## config.mk

```make
export PLATFORM = sky130hd
export DESIGN_NAME = uart_rx_deserializer
export DESIGN_NICKNAME = d
export VERILOG_FILES = /design/src/rtl/uart_pkg.sv /design/src/rtl/uart_sync.sv /design/src/rtl/uart_rx_deserializer.sv
export SDC_FILE = /design/constraint.sdc
export NUM_CORES = 1
export LEC_CHECK = 0
export CAP_MARGIN = 20
export CORE_ASPECT_RATIO = 1.4
export CORE_MARGIN = 1.5
export CORE_UTILIZATION = 47
export CTS_BUF_LIST = sky130_fd_sc_hd__clkbuf_4 sky130_fd_sc_hd__clkbuf_8
export DETAILED_ROUTE_END_ITERATION = 7
export PLACE_DENSITY = 0.64
export SLEW_MARGIN = 0
export SYNTH_ARGS = -nofsm -noshare
export SYNTH_HDL_FRONTEND = slang
export SYNTH_SLANG_ARGS = --single-unit
export TNS_END_PERCENT = 5
```

## constraint.sdc

```tcl
create_clock -name clk -period 4.6 [get_ports clk]
set_input_delay 0.69 -clock clk [delete_from_list [all_inputs] [get_ports clk]]
set_output_delay 0.69 -clock clk [all_outputs]
set_load 0.05 [all_outputs]
```

## src/rtl/uart_pkg.sv

```systemverilog
// Shared UART constants and receive-FSM state encoding.
// Used by the RX/TX paths and the FIFO/register wrapper.
package uart_pkg;

    localparam int UART_CLKS_PER_BIT = 868;
    localparam int UART_DATA_BITS    = 8;

    localparam logic [2:0] RX_IDLE  = 3'd0;
    localparam logic [2:0] RX_START = 3'd1;
    localparam logic [2:0] RX_DATA  = 3'd2;
    localparam logic [2:0] RX_STOP  = 3'd3;
    localparam logic [2:0] RX_BREAK = 3'd4;

    typedef enum logic [2:0] {
        ST_IDLE  = RX_IDLE,
        ST_START = RX_START,
        ST_DATA  = RX_DATA,
        ST_STOP  = RX_STOP,
        ST_BREAK = RX_BREAK
    } rx_state_e;

endpackage

```

## src/rtl/uart_sync.sv

```systemverilog
// Multi-flop synchroniser for asynchronous inputs.
// Resets to 1 so an idle-high line never looks like an edge.
module uart_sync #(
    parameter int STAGES = 2
) (
    input  logic clk_i,
    input  logic rst_i,
    input  logic d_i,
    output logic q_o
);

    logic [STAGES-1:0] sync_q;

    always_ff @(posedge clk_i or posedge rst_i) begin
        if (rst_i) begin
            sync_q <= '1;
        end else begin
            sync_q <= {sync_q[STAGES-2:0], d_i};
        end
    end

    assign q_o = sync_q[STAGES-1];

endmodule

```

## src/rtl/uart_rx_deserializer.sv

```systemverilog
// UART 8N1 receive front-end: start-bit validation, mid-bit
// sampling, stop check and one-cycle hand-off to the RX FIFO.
module uart_rx_deserializer
    import uart_pkg::*;
#(
    parameter int CLKS_PER_BIT = UART_CLKS_PER_BIT,
    parameter int SYNC_STAGES  = 2
) (
    input  logic       clk,
    input  logic       reset,
    input  logic       rx_pin,
    input  logic       rx_ready,
    input  logic       clr_overrun,
    output logic [7:0] rx_data,
    output logic       rx_valid,
    output logic       frame_err,
    output logic       overrun,
    output logic       busy
);

    localparam int CNT_W = $clog2(CLKS_PER_BIT);
    localparam logic [CNT_W-1:0] HALF = CNT_W'(CLKS_PER_BIT / 2 - 1);
    localparam logic [CNT_W-1:0] LAST = CNT_W'(CLKS_PER_BIT - 1);
    localparam logic [2:0] TOP_BIT = 3'(UART_DATA_BITS - 1);

    logic                      rx_s;
    logic                      rx_prev_q;
    rx_state_e                 state_q;
    logic [CNT_W-1:0]          cnt_q;
    logic [2:0]                bit_idx_q;
    logic [UART_DATA_BITS-1:0] shift_q;
    logic [UART_DATA_BITS-1:0] rx_data_q;
    logic                      rx_valid_q;
    logic                      frame_err_q;
    logic                      overrun_q;

    uart_sync #(
        .STAGES(SYNC_STAGES)
    ) u_sync (
        .clk_i(clk),
        .rst_i(reset),
        .d_i  (rx_pin),
        .q_o  (rx_s)
    );

    always_ff @(posedge clk or posedge reset) begin
        if (reset) begin
            rx_prev_q   <= 1'b1;
            state_q     <= ST_IDLE;
            cnt_q       <= '0;
            bit_idx_q   <= '0;
            shift_q     <= '0;
            rx_data_q   <= '0;
            rx_valid_q  <= 1'b0;
            frame_err_q <= 1'b0;
            overrun_q   <= 1'b0;
        end else begin
            rx_prev_q   <= rx_s;
            rx_valid_q  <= 1'b0;
            frame_err_q <= 1'b0;
            // A same-cycle set in STOP overrides this clear
            if (clr_overrun) begin
                overrun_q <= 1'b0;
            end
            unique case (state_q)
                ST_IDLE: begin
                    if (rx_prev_q && !rx_s) begin
                        cnt_q   <= '0;
                        state_q <= ST_START;
                    end
                end
                ST_START: begin
                    if (cnt_q == HALF) begin
                        cnt_q     <= '0;
                        bit_idx_q <= '0;
                        state_q   <= rx_s ? ST_IDLE : ST_DATA;
                    end else begin
                        cnt_q <= cnt_q + CNT_W'(1);
                    end
                end
                ST_DATA: begin
                    if (cnt_q == LAST) begin
                        shift_q   <= {rx_s, shift_q[UART_DATA_BITS-1:1]};
                        cnt_q     <= '0;
                        bit_idx_q <= bit_idx_q + 3'd1;
                        if (bit_idx_q == TOP_BIT) begin
                            state_q <= ST_STOP;
                        end
                    end else begin
                        cnt_q <= cnt_q + CNT_W'(1);
                    end
                end
                ST_STOP: begin
                    if (cnt_q == LAST) begin
                        cnt_q <= '0;
                        if (rx_s) begin
                            state_q <= ST_IDLE;
                            if (rx_ready) begin
                                rx_data_q  <= shift_q;
                                rx_valid_q <= 1'b1;
                            end else begin
                                overrun_q <= 1'b1;
                            end
                        end else begin
                            frame_err_q <= 1'b1;
                            state_q     <= ST_BREAK;
                        end
                    end else begin
                        cnt_q <= cnt_q + CNT_W'(1);
                    end
                end
                ST_BREAK: begin
                    if (rx_s) begin
                        state_q <= ST_IDLE;
                    end
                end
                default: begin
                    state_q <= ST_IDLE;
                end
            endcase
        end
    end

    assign rx_data   = rx_data_q;
    assign rx_valid  = rx_valid_q;
    assign frame_err = frame_err_q;
    assign overrun   = overrun_q;
    assign busy      = (state_q != ST_IDLE);

endmodule

```

== Yosys cells after proc, flatten, opt, wreduce, memory -nomap -nowiden ==
Index checks and enable logic that the tools add are counted.

* Flip-flop bits (word level): 38
* Bits in latches: 0
* RAM bits: 0
* Bits in read-only memories: 0
* Input bits: 5
* Output and inout bits: 12
* Word-level logic and storage cells: 65
* Memories kept: 0

* Add/sub/neg operators: 2
* $mul: 0
* Div/mod/pow operators: 0
* Magnitude comparators: 0
* Equality and inequality tests: 13
* Shift-type cells: 0
* Mux-type cells: 28
* Bitwise gates (word level): 0
* Reduce and logical (&&, ||, !) cells: 12

{| class="wikitable"
|+ Operators by type and width
! cell !! number
|-
| 10-bit 2-to-1 mux || 3
|-
| 10-bit one-hot mux with 3 select lines || 1
|-
| 3-bit 2-to-1 mux || 9
|-
| 3-bit one-hot mux with 5 select lines || 1
|-
| 1-bit 2-to-1 mux || 12
|-
| 10-bit by 1-bit adder with 10-bit output, second input constant || 1
|-
| 10-bit equality test, second input constant || 1
|-
| 10-bit by 9-bit equality test with 1-bit output, second input constant || 1
|-
| 2-bit != test, second input constant || 5
|-
| 3-bit by 2-bit equality test with 1-bit output, second input constant || 2
|-
| 3-bit equality test, second input constant || 2
|-
| 3-bit one-hot mux with 2 select lines || 1
|-
| 6-bit AND reduction || 1
|-
| 3-bit nonzero test || 2
|-
| 2-bit AND reduction || 2
|-
| 4-bit AND reduction || 1
|-
| 3-bit by 1-bit adder with 3-bit output, second input constant || 1
|-
| 3-bit by 1-bit equality test with 1-bit output, second input constant || 1
|-
| 3-bit logical NOT || 1
|-
| 3-bit AND reduction || 1
|-
| 2-bit 2-to-1 mux || 1
|-
| 2-bit by 1-bit != test with 1-bit output, second input constant || 1
|-
| 2-bit nonzero test || 1
|-
| 2-bit OR reduction || 1
|-
| other kinds (2) || 2
|}

== Logic depth before layout (Yosys ltp) ==
Gate-level depths: netlist (run 1).

* Word-level depth: 5
* Depth in mapped cells: 6
* Depth with buffers taken out: 6

== Hierarchy ==
A second synthesis (run 1) with hierarchy kept.

* Cell total of the unflattened synthesis: 162
* Area total of the unflattened synthesis: 1803.0 sq um

{| class="wikitable"
|+ Modules (own cells, without submodules)
! module !! times used !! cells an instance !! area each (sq um) !! sequential area each (sq um)
|-
| uart_rx_deserializer || 1 || 159 || 1746.7 || 902.1
|-
| uart_sync || 1 || 3 || 56.3 || 52.6
|}

== Least setup slack after synthesis (run 1) ==
No wires, ideal clock.

* Path type: register -> register
* From: reg cnt_q[0]
* To: reg rx_data_q[0], in the netlist rx_data[0]
* Library setup time: 0.125 ns
* Arrival time: 1.749 ns
* Data required time: 4.475 ns
* Setup slack: 2.727 ns
* Cell stages (with the launch flop): 6
* Buffers on the path: 0
* Clock period less this slack: 1.873 ns
* Path through: dfrtp_1 ha_1 and4bb_2 nand4_2 nor3_4 mux2_2

* Cells in the longest elaborated chain, start to end: 2

{| class="wikitable"
|+ RTL lines
! what !! RTL line !! source
|-
| from (decl) || uart_rx_deserializer.sv:29 || <nowiki>logic [CNT_W-1:0] cnt_q;</nowiki>
|-
| from (signal assigned) || uart_rx_deserializer.sv:78 || <nowiki>cnt_q <= cnt_q + CNT_W'(1);</nowiki>
|-
| from (signal assigned) || uart_rx_deserializer.sv:90 || <nowiki>cnt_q <= cnt_q + CNT_W'(1);</nowiki>
|-
| from (signal assigned) || uart_rx_deserializer.sv:109 || <nowiki>cnt_q <= cnt_q + CNT_W'(1);</nowiki>
|-
| 10-bit equality test || uart_rx_deserializer.sv:94 || <nowiki>if (cnt_q == LAST) begin</nowiki>
|-
| 4-bit AND reduction (no line) || - ||
|-
| to (signal assigned) || uart_rx_deserializer.sv:99 || <nowiki>rx_data_q <= shift_q;</nowiki>
|-
| to (decl) || uart_rx_deserializer.sv:32 || <nowiki>logic [UART_DATA_BITS-1:0] rx_data_q;</nowiki>
|}

Every way passes these cells.
A chain may end at the register's enable or synchronous reset.

== Worst setup path in the final report (run 1) ==
* From: reg state_q[1]
* To: out busy

* Cells in the longest elaborated chain, start to end: 1

{| class="wikitable"
|+ RTL lines
! what !! RTL line !! source
|-
| from (decl) || uart_rx_deserializer.sv:28 || <nowiki>rx_state_e state_q;</nowiki>
|-
| from (signal assigned) || uart_rx_deserializer.sv:76 || <nowiki>state_q <= rx_s ? ST_IDLE : ST_DATA;</nowiki>
|-
| 3-bit nonzero test || uart_rx_deserializer.sv:128 || <nowiki>assign busy = (state_q != ST_IDLE);</nowiki>
|-
| to (decl) || uart_rx_deserializer.sv:18 || <nowiki>output logic busy</nowiki>
|}

Every way passes these cells.

==> results list, run 1 <==
- The synthesized netlist devotes 13.6% of its cell area to compound gates.
- Synth Area in XOR/XNOR: 0%
- The H-tree generated during clock tree synthesis spans 2 levels.
- Worst endpoint required time: 3.91 ns
- Maximum count of clock buffers along a single path: 2
* Height of the die: 76.8 microns
- Number of warnings printed during yosys synthesis: 0
- Vias in the first global route: 1304
- Among all flip-flop cells after synthesis, the most frequent one is sky130_fd_sc_hd__dfrtp_1.
* Slew Limit Headroom: 38.8%
- For this run, the detailed router's first-pass iteration total came to 4.
* Library cell occupying the most area in the post-synthesis netlist: sky130_fd_sc_hd__dfrtp_1
* Count leader, synth: sky130_fd_sc_hd__dfrtp_1
- Filler cell count in the final layout: 324
- TritonCTS buffer count: 5
* Routed length per instance: 15.7 microns
* Number of max-capacitance violations reported: 0
- After clock tree synthesis, the repair step resized 0 gates.
- Ranked by total cell area, the synthesized netlist is headed by sky130_fd_sc_hd__dfrtp_1 (48%), sky130_fd_sc_hd__mux2_2 (10%), sky130_fd_sc_hd__dfstp_2 (4.3%).
* Post-synthesis register bit count: 38
- Number of enable-type register cells in the synthesized netlist: 0
- Gate Count Post-Synth: 161
- For this run, the top clock speed supported by timing is 386 MHz.
* Most frequent cells after synthesis: sky130_fd_sc_hd__dfrtp_1 (35), sky130_fd_sc_hd__nand2_1 (19), sky130_fd_sc_hd__mux2_2 (17), sky130_fd_sc_hd__inv_1 (11)
- Startpoint types: register
* Core region area: 0.00368 sq mm
- Total nets after synthesis: 170
- The worst setup path is captured at a primary output.
- Data arrives at the worst endpoint at 1.90 ns.
- The final critical path takes up 56.4% of the cycle.
- 17 I/O pins were placed.
- Crit path max fanout: 7
- With fillers left out, the area of the finished cells amounts to 0.00212 sq mm.
- For this design the total switching power over the nets is 0.000169 W.
- Grt total ovfl: 0
- In this run the cell area measured after placement is 0.00203 sq mm.
* Power Density: 304 mW/mm^2
- For this configuration, the core starts out at a cell density of 49.8%.
* Final critical-path setup slack: 2.01 ns
- In this run the tool buffered the top-level ports with 16 buffer cells.
- DIE AREA: 0.00428 sq mm
- The synthesized netlist devotes 16.7% of its cell area to simple gates.
* Proportion of layout cells with a drive suffix above 1: 20.9%
- Initial antenna violation count: 0
* Share of Yosys cell area claimed by the top area cell type: 47.8%
* Final Hold Violating Endpoints: 0
* Total setup violations reported at the end of the flow: 0
- The tightest min-delay check is of the register to register type.
- The number of hold buffers added after CTS was 0.
* CTS sink count: 38
- Internal power component: 0.000477 W
- Sum Neg Setup Slack: 0 ns
- The clock network burns 35.6% of the power.
* Overall fraction of global-route tracks in use: 18.1%
- Count of antenna-violating nets left after detailed routing: 0
- Minimum period implied by the final worst setup slack: 2.59 ns
* Die Width: 55.7 microns
- Run status: completed
- Clock skew: 0.00908 ns
* Dominant combinational cell family by area after synthesis: simple AND/OR/NAND/NOR gates
- Entering global routing, the biggest net connects 28 pins.
- In this run the clock root is driven by a sky130_fd_sc_hd__clkbuf_8.
* Sum of net half-perimeters after detailed placement: 2.54 mm
- Flop pwr share: 55.6%
- Clock insertion delay at the later pin of the skew report: 0.29 ns
- The first global-routing pass estimated 6.07 mm of wire.
- Of all flip-flops after synthesis, the portion carrying an async set or reset was 100%.
* Syn Std Cell Area: 0.00183 sq mm
* # nets final: 190
- Buffers added to address setup during post-CTS repair amount to 0.
* Post-synthesis sequential area ratio: 52.2%
- Leakage dissipation: 0.930 nW
- The number of pins exceeding their max-slew limit in the final report is 0.
- Setup repair after global routing missed its margin: false
- Via-to-Cell Ratio: 6.02
- Growth of design area from synthesis to finish: 16.0%
- In this run switching power makes up 26.2% of total power.
- Combinational logic burns 8.8% of the power.
- TritonCTS built the clock tree.
- Final GP Congestion: 0.829
- Summed over all layers, the routed wires come to 3.52 mm.
- Total number of placement rows: 26
* Synthesized area per cell: 11.4 sq um
- At the pin with the least slew margin, the transition time is 0.914 ns.
- Of the total synthesized cell area, the portion taken by full adders, half adders and majority gates is 2.73%.
* Worst setup slack before clock tree synthesis: 2.31 ns
- Detailed-route via count: 1349
- Final total power: 0.000646 W
- VDD sags by at most 0.214 mV.
- Share of cell area taken by muxes after synthesis: 11.6%
- After detailed routing, the number of remaining DRC violations is 0.
- Count of antenna diodes in the layout: 0
- The critical path is of the register to primary output type.
- Reg clk slew, reported paths: 0.07 ns
- After the first detailed-routing iteration, the DRC count stood at 49.
- Count of cell types in the netlist: 42
[through the flow]
stage | utilization, % | hold WS [ns] | cells
final | 57.8 | 0.359 | 224
after global routing | 57.8 | 0.363 | 224
after CTS | 57.8 | 0.361 | 224
after detailed placement | 55.3 | 0.350 | 216
after global placement | 55.3 | 0.347 | 216
after floorplan | - | 0.345 | 161
[final timing paths]
check	start	to	slack, ns	cells after the start
max in group asynchronous	reset	u_sync.sync_q[0]	3.16	3
worst min register to register	u_sync.sync_q[0]	u_sync.sync_q[1]	0.36	0
min in group asynchronous	reset	rx_valid	0.69	2
worst max-delay path	state_q[1]	busy	2.01	3
worst max register to register	cnt_q[0]	cnt_q[5]	2.26	5
worst min-delay path	u_sync.sync_q[0]	u_sync.sync_q[1]	0.36	0
[critical path, stage by stage, from the launching register on]
cell and delay (ns):
sky130_fd_sc_hd__dfrtp_1 0.47, sky130_fd_sc_hd__nor2_1 0.33, sky130_fd_sc_hd__nand2_1 0.11, sky130_fd_sc_hd__clkdlybuf4s50_1 0.71
[power by group through the flow]
stage	sequential (W)	clock (W)	combinational (W)
2_1_floorplan	0.000361	0	0.0000413
4_1_cts	0.000359	0.000238	0.0000572
5_1_grt	0.000361	0.000253	0.0000633
3_3_place_gp	0.000365	0	0.0000549
3_5_place_dp	0.000366	0	0.0000569
6_report	0.000359	0.000230	0.0000567
[routing by layer]
| layer | GRT usage (%) | part of all wire [%] | wire length [microns] | vias up |
|---|---|---|---|---|
| li1 | - | - | - | 627 |
| met1 | 21.3 | 42 | 1480 | 680 |
| met2 | 31.3 | 52 | 1830 | 33 |
| met3 | 3.71 | 3.5 | 123 | 9 |
| met4 | 8.29 | 2.5 | 87 | 0 |
| met5 | 0 | 0 | 0 | - |
[area by class of cell]
type,count,area [sq um],share of cell area (%)
inverter,11,41.3,1.94
tap,42,52.6,2.47
multi-input combinational,108,816,38.4
clock inverter,2,15.0,0.707
sequential,38,955,45.0
clock buffer,6,76.3,3.59
timing repair buffer,17,168,7.90
[registers in the layout, indices dropped and copies added, names as in the netlist]
register       count
u_sync.sync_q      2
rx_valid           1
rx_prev_q          1
overrun            1
shift_q            8
frame_err          1
cnt_q             10
rx_data            8
state_q            3
bit_idx_q          3
[cells in the final DEF, fill, tap and decap left out, types with 5 or more instances in the layout]
cell type / instances
sky130_fd_sc_hd__inv_1: 11
sky130_fd_sc_hd__clkbuf_8: 5
sky130_fd_sc_hd__nand2_1: 19
sky130_fd_sc_hd__mux2_2: 17
sky130_fd_sc_hd__o211ai_1: 6
sky130_fd_sc_hd__dfrtp_1: 35
sky130_fd_sc_hd__clkdlybuf4s50_1: 16
sky130_fd_sc_hd__nor2_1: 6
sky130_fd_sc_hd__a21oi_1: 6
sky130_fd_sc_hd__nand3_1: 6
[logic make-up (layout without fill, tap and decap cells)]
group,count (synthesis),count (layout)
flip-flops,38,38
multiplexers,19,19
AND/OR/NAND/NOR,53,53
AO/OA/AOI/OAI,32,32
buffers and inverters,15,36
adder cells (fa/ha/maj),4,4
No activity file was read; power rests on OpenSTA's default activity.
==> inputs of run 2 (changes only) <==
==> constraint.sdc (replaced) <==
create_clock -name clk -period 2.5 [get_ports clk]
set_input_delay 0.375 -clock clk [delete_from_list [all_inputs] [get_ports clk]]
set_output_delay 0.375 -clock clk [all_outputs]
set_load 0.05 [all_outputs]
==> results list, run 2 (synthesized netlist as in run 1, its figures left out) <==
* Run status: completed
- Detailed-routing iteration count for the pre-antenna-repair pass: 4
- In the final design database the tool counted 191 nets.
- Post-CTS timing repair inserted 0 buffers for setup.
* VDD IR-drop max: 0.486 mV
- Total number of placement rows: 26
* Grt total ovfl: 0
- RR Endpoint: rx_data[6]
* Starting Density: 49.8%
- Count of antenna diodes in the layout: 0
- Sum of net half-perimeters after detailed placement: 2.65 mm
- Number of hold buffers added after cts: 0
- Routed length per instance: 16.1 microns
- STA classifies the critical path endpoint as a primary output.
- Number of pins with negative max-slew slack in the final report: 0
* CTS root buffer: sky130_fd_sc_hd__clkbuf_8
* Final GP Congestion: 0.900
- Overall fraction of global-route tracks in use: 19.9%
- Total setup violations reported at the end of the flow: 0
- TritonCTS created 5 clock buffers.
* Minimum period implied by the final worst setup slack: 2.36 ns
- The initial antenna violation count was 0.
- Crit path max fanout: 7
- Met3 wirelength from detailed routing: 142 microns
* DRC violations left: 0
* First-pass GRT wire length: 6.64 mm
- The final route contains 1327 vias.
- Data arrival at the endpoint of the critical path: 1.99 ns
- Final Hold Violating Endpoints: 0
- After detailed routing, the number of vias per cell comes to 5.90.
- The longest clock path from root to sink contains 2 buffers.
- Startpoint types: register
* Most flops, register: cnt_q
- The critical path starts at state_q[1].
- Count of antenna-violating nets left after detailed routing: 0
- Min-Delay Path Depth: 0
- Number of ports placed on the die boundary: 17
- From left edge to right edge, the die measures 55.7 microns.
- The worst hold path belongs to the class register to register.
- Post-cts sizing count: 0
- The die covers 0.00428 sq mm.
- The worst register-to-register path has a setup slack of 0.41 ns.
- After clock tree synthesis, the clock-pin slew on the worst setup and hold paths is 0.08 ns.
* R2R Path Start: cnt_q[0]
- TritonCTS clock tree: done
- Pin count of the biggest net entering global routing: 39
* Slew Limit Headroom: 64.6%
- At the worst endpoint, the required time is 2.12 ns.
* Worst reg2reg path depth: 5
* Final period util: 94.6%
* Growth of design area from synthesis to finish: 19.2%
- The number of global-route vias before repair is 1427.
* Sum Neg Setup Slack: 0 ns
- Critical path start-end classification: register to primary output
- CTS sink count: 38
- Maximum operating frequency: 423 MHz
- Wires add up to 3.62 mm.
- Depth of the CTS H-tree: 2
* Iteration-0 DRC Markers: 31
* Source of the worst hold timing path: u_sync.sync_q[0]
- For this design the static power due to leakage is 0.966 nW.
- Of the cells placed in the final design, the portion with a size suffix greater than 1 is 21.3%.
- Transition time at the pin with the least slew margin: 0.530 ns
- Leaving out fill and tap cells, the most frequent cell in the layout is sky130_fd_sc_hd__dfrtp_1.
* Clock skew: 0.00637 ns
* Worst setup slack before clock tree synthesis: 0.403 ns
* Top routing layer in use: met4
- Power Density: 644 mW/mm^2
- Setup repair after global routing left no endpoint under its margin.
- The core region is 0.00368 sq mm.
- Wire length on met1: 1.44 mm
- Final critical-path setup slack: 0.135 ns
* Hold worst-path end: u_sync.sync_q[1]
- Met2 wire length: 1.96 mm
- The register with the most flip-flops in the layout has 10 of them.
* Number of max-capacitance violations reported: 0
- Clock insertion delay at the later pin of the skew report: 0.29 ns
- # port buffers: 16
- Commonest cells after routing, fill and taps aside: sky130_fd_sc_hd__dfrtp_1 (35), sky130_fd_sc_hd__nand2_1 (19), sky130_fd_sc_hd__mux2_2 (17), sky130_fd_sc_hd__clkdlybuf4s50_1 (16), sky130_fd_sc_hd__inv_1 (11)
* Height of the die: 76.8 microns
-- run 2: cell count changes in the layout (fill, tap and decap cells not counted), sizes merged --
cell	change
bufinv	+2
buf	+1
clkinvlp	-2
-- run 2: where the power goes --
part	switching (W)	internal (W)	total [W]
clock	0.000211	0.000426	0.000636
combinational	0.0000705	0.0000369	0.000107
sequential	0.0000283	0.000634	0.000662
-- run 2: critical path, cell delays in order, from the launching register on --
cell	delay (ns)
sky130_fd_sc_hd__dfrtp_1	0.47
sky130_fd_sc_hd__nor2_1	0.40
sky130_fd_sc_hd__nand2_1	0.12
sky130_fd_sc_hd__clkdlybuf4s50_1	0.71
-- run 2: metal layers --
layer / up-vias / global-route usage, %
met2: 32 / 33.0
li1: 631 / -
met3: 6 / 4.89
met1: 658 / 24.1
met4: 0 / 9.51
met5: - / 0
-- run 2: how the worst max path moves through the flow --
stage / to / slack (ns) / cells after the start
3_3_place_gp: rx_data[6] / 0.49 / 5
6_report: busy / 0.14 / 3
3_5_place_dp: rx_data[0] / 0.40 / 5
5_1_grt: busy / 0.04 / 3
2_1_floorplan: rx_data[0] / 0.63 / 5
4_1_cts: busy / 0.14 / 3
-- run 2: per-stage QoR --
stage | std cells | util, % | hold slack [ns] | power (W) | cell area [sq um]
6_report | 225 | 59.4 | 0.363 | 0.00141 | 2180
3_5_place_dp | 217 | 55.5 | 0.349 | 0.000777 | 2040
2_1_floorplan | 161 | - | 0.345 | 0.000740 | 1830
4_1_cts | 225 | 59.4 | 0.364 | 0.00142 | 2180
5_1_grt | 225 | 59.4 | 0.371 | 0.00147 | 2180
3_3_place_gp | 217 | 55.5 | 0.347 | 0.000769 | 2040
-- run 2: layout make-up --
cell class	count	area [sq um]
inverter	11	41.3
tap	42	52.6
timing repair buffer	18	175
clock inverter	2	60.1
clock buffer	6	82.6
multi-input combinational	108	816
fill	317	1490
sequential	38	955
==> inputs of run 3 (changes only) <==
--- a/config.mk
+++ b/config.mk
@@ -7,12 +7,11 @@
 export LEC_CHECK = 0
 export CAP_MARGIN = 20
 export CORE_ASPECT_RATIO = 1.4
-export CORE_MARGIN = 1.5
 export CORE_UTILIZATION = 47
 export CTS_BUF_LIST = sky130_fd_sc_hd__clkbuf_4 sky130_fd_sc_hd__clkbuf_8
 export DETAILED_ROUTE_END_ITERATION = 7
 export PLACE_DENSITY = 0.64
-export SLEW_MARGIN = 0
+export SLEW_MARGIN = 20
 export SYNTH_ARGS = -nofsm -noshare
 export SYNTH_HDL_FRONTEND = slang
 export SYNTH_SLANG_ARGS = --single-unit
==> results list, run 3 (synthesized netlist as in run 1, its figures left out) <==
- For the worst setup path, the data arrival time is 1.96 ns.
- The clock net in this run drives a total of 38 sinks.
- Count of antenna-violating nets left after detailed routing: 0
- Leaving out fill and tap cells, the most frequent cell in the layout is sky130_fd_sc_hd__dfrtp_1.
- Prior to clock tree synthesis, the placed netlist has a worst setup slack of 0.414 ns.
* DIE AREA: 0.00415 sq mm
- Final period util: 93.5%
* Leakage dissipation: 0.966 nW
* Initial antenna violation count: 0
- For this block, the via count after detailed routing is 1327.
* Growth of design area from synthesis to finish: 19.2%
* Setup repair after global routing missed its margin: false
- Final critical-path setup slack: 0.163 ns
- For the worst setup path, the data required time is 2.12 ns.
- In this run the critical register-to-register path is launched from cnt_q[0].
- Number of pins with negative max-slew slack in the final report: 0
* Buffers inserted during post-CTS setup optimization: 0
- Worst reg2reg path depth: 5
* Class of the most critical hold timing path: register to register
- Transition time at the pin with the least slew margin: 0.500 ns
- Vias in the first global route: 1281
- Die Width: 54.7 microns
- In this run, post-CTS hold repair placed 0 buffers.
- Minimum period implied by the final worst setup slack: 2.34 ns
* CTS root buffer: sky130_fd_sc_hd__clkbuf_8
- Iteration-0 DRC Markers: 37
- The die is 75.8 microns tall.
* DRC violations left: 0
- Startpoint types: register
* Sum of net half-perimeters after detailed placement: 2.61 mm
- Largest register FFs: 10
* Reg clk slew, reported paths: 0.07 ns
- Via-to-Cell Ratio: 5.90
- Total setup violations reported at the end of the flow: 0
- Slew Limit Headroom: 66.6%
- Buffers inserted during clock tree synthesis total 5.
- Worst reg2reg setup slack: 0.40 ns
- Clock insertion delay at the later pin of the skew report: 0.28 ns
- Ranked by flip-flop count, first place goes to cnt_q.
- The startpoint identified for the worst hold timing path is u_sync.sync_q[0].
* Post-cts sizing count: 0
- Total number of placement rows: 26
- In the final routed layout, each cell accounts on average for 15.9 microns.
- Max-cap violations in this run came to 0.
- Maximum operating frequency: 428 MHz
* Cell Count Post-Placement: 217
- In this run the count of I/O pins placed on the die edge is 17.
* Final Hold Violating Endpoints: 0
- # port buffers: 16
* Final total power: 0.00140 W
- Depth of the CTS H-tree: 2
* Final cell count without fillers: 225
- Entering global routing, the biggest net connects 39 pins.
* RR Endpoint: rx_data[2]
- Starting Density: 49.8%
- Detailed-routing iteration count for the pre-antenna-repair pass: 4
- Maximum count of clock buffers along a single path: 2
- Hold worst-path end: u_sync.sync_q[1]
- Clock skew: 0.00236 ns
* TritonCTS clock tree: done
- VDD sags by at most 0.679 mV.
- Setup crit end kind: primary output
- At the end of the flow, the number of nets in the layout was 191.
* Grt total ovfl: 0
- Run status: completed
* First-pass GRT wire length: 5.96 mm
- Overall fraction of global-route tracks in use: 20.6%
- The region available for standard cell placement spans 0.00368 sq mm.
* Final GP Congestion: 0.913
- Total length of routed wires: 3.57 mm
- Setup total negative slack on the finished layout was measured at 0 ns.
- Proportion of layout cells with a drive suffix above 1: 21.3%
* Commonest cells after routing, fill and taps aside: sky130_fd_sc_hd__dfrtp_1 (35), sky130_fd_sc_hd__nand2_1 (19), sky130_fd_sc_hd__mux2_2 (17), sky130_fd_sc_hd__clkdlybuf4s50_1 (16), sky130_fd_sc_hd__inv_1 (11)
- In this run the power density over the cells is 640 mW/mm^2.
- Count of antenna diodes in the layout: 0
- In this run the worst path has a maximum fanout of 9.
- The critical path in this run is classified as register to primary output.
* Min-Delay Path Depth: 0
## run 3: cell counts in the layout (fill, tap and decap cells not counted)
Identical to the previous run, type by type.
## run 3: cell type report
type,instances,area [sq um]
well taps,42,52.6
multi-input cells,108,816
fillers,294,1490
repair buffers,18,175
clock inverters,2,60.1
inverters,11,41.3
flip-flops and latches,38,955
clock buffers,6,82.6
## run 3: per-stage QoR
step                hold slack [ns]  util, %  area [sq um]
CTS                           0.361     59.4          2180
detailed placement            0.350     55.5          2040
global route                  0.366     59.4          2180
floorplan                     0.345        -          1830
finish                        0.358     59.4          2180
global placement              0.347     55.5          2040
## run 3: worst max-delay path: stages (launching register included)
cell                              delay (ns)
sky130_fd_sc_hd__dfrtp_1                0.48
sky130_fd_sc_hd__nor2_1                 0.37
sky130_fd_sc_hd__nand2_1                0.12
sky130_fd_sc_hd__clkdlybuf4s50_1        0.71
## run 3: routing by layer
layer | share of wire (%) | global-route usage [%] | routed length, microns
met1 | 42 | 23.6 | 1490
met3 | 4.6 | 5.39 | 164
met5 | 0 | 0 | 0
met4 | 2.2 | 10.8 | 80
met2 | 52 | 34.1 | 1840
## run 3: where the power goes
part	switching, W	total (W)	leakage, nW	internal, W
Sequential	0.0000283	0.000662	0.517	0.000634
Clock	0.000209	0.000634	0.0714	0.000425
Combinational	0.0000647	0.0000999	0.377	0.0000352
Total	0.000302	0.00140	0.966	0.00109
## run 3: worst max path at each step
stage | startpoint | end | slack, ns
after floorplan | cnt_q[0] | rx_data[0] | 0.63
after global placement | cnt_q[0] | rx_data[6] | 0.49
after detailed placement | cnt_q[0] | rx_data[2] | 0.41
after CTS | state_q[0] | busy | 0.18
after global routing | state_q[0] | busy | 0.09
final | state_q[0] | busy | 0.16
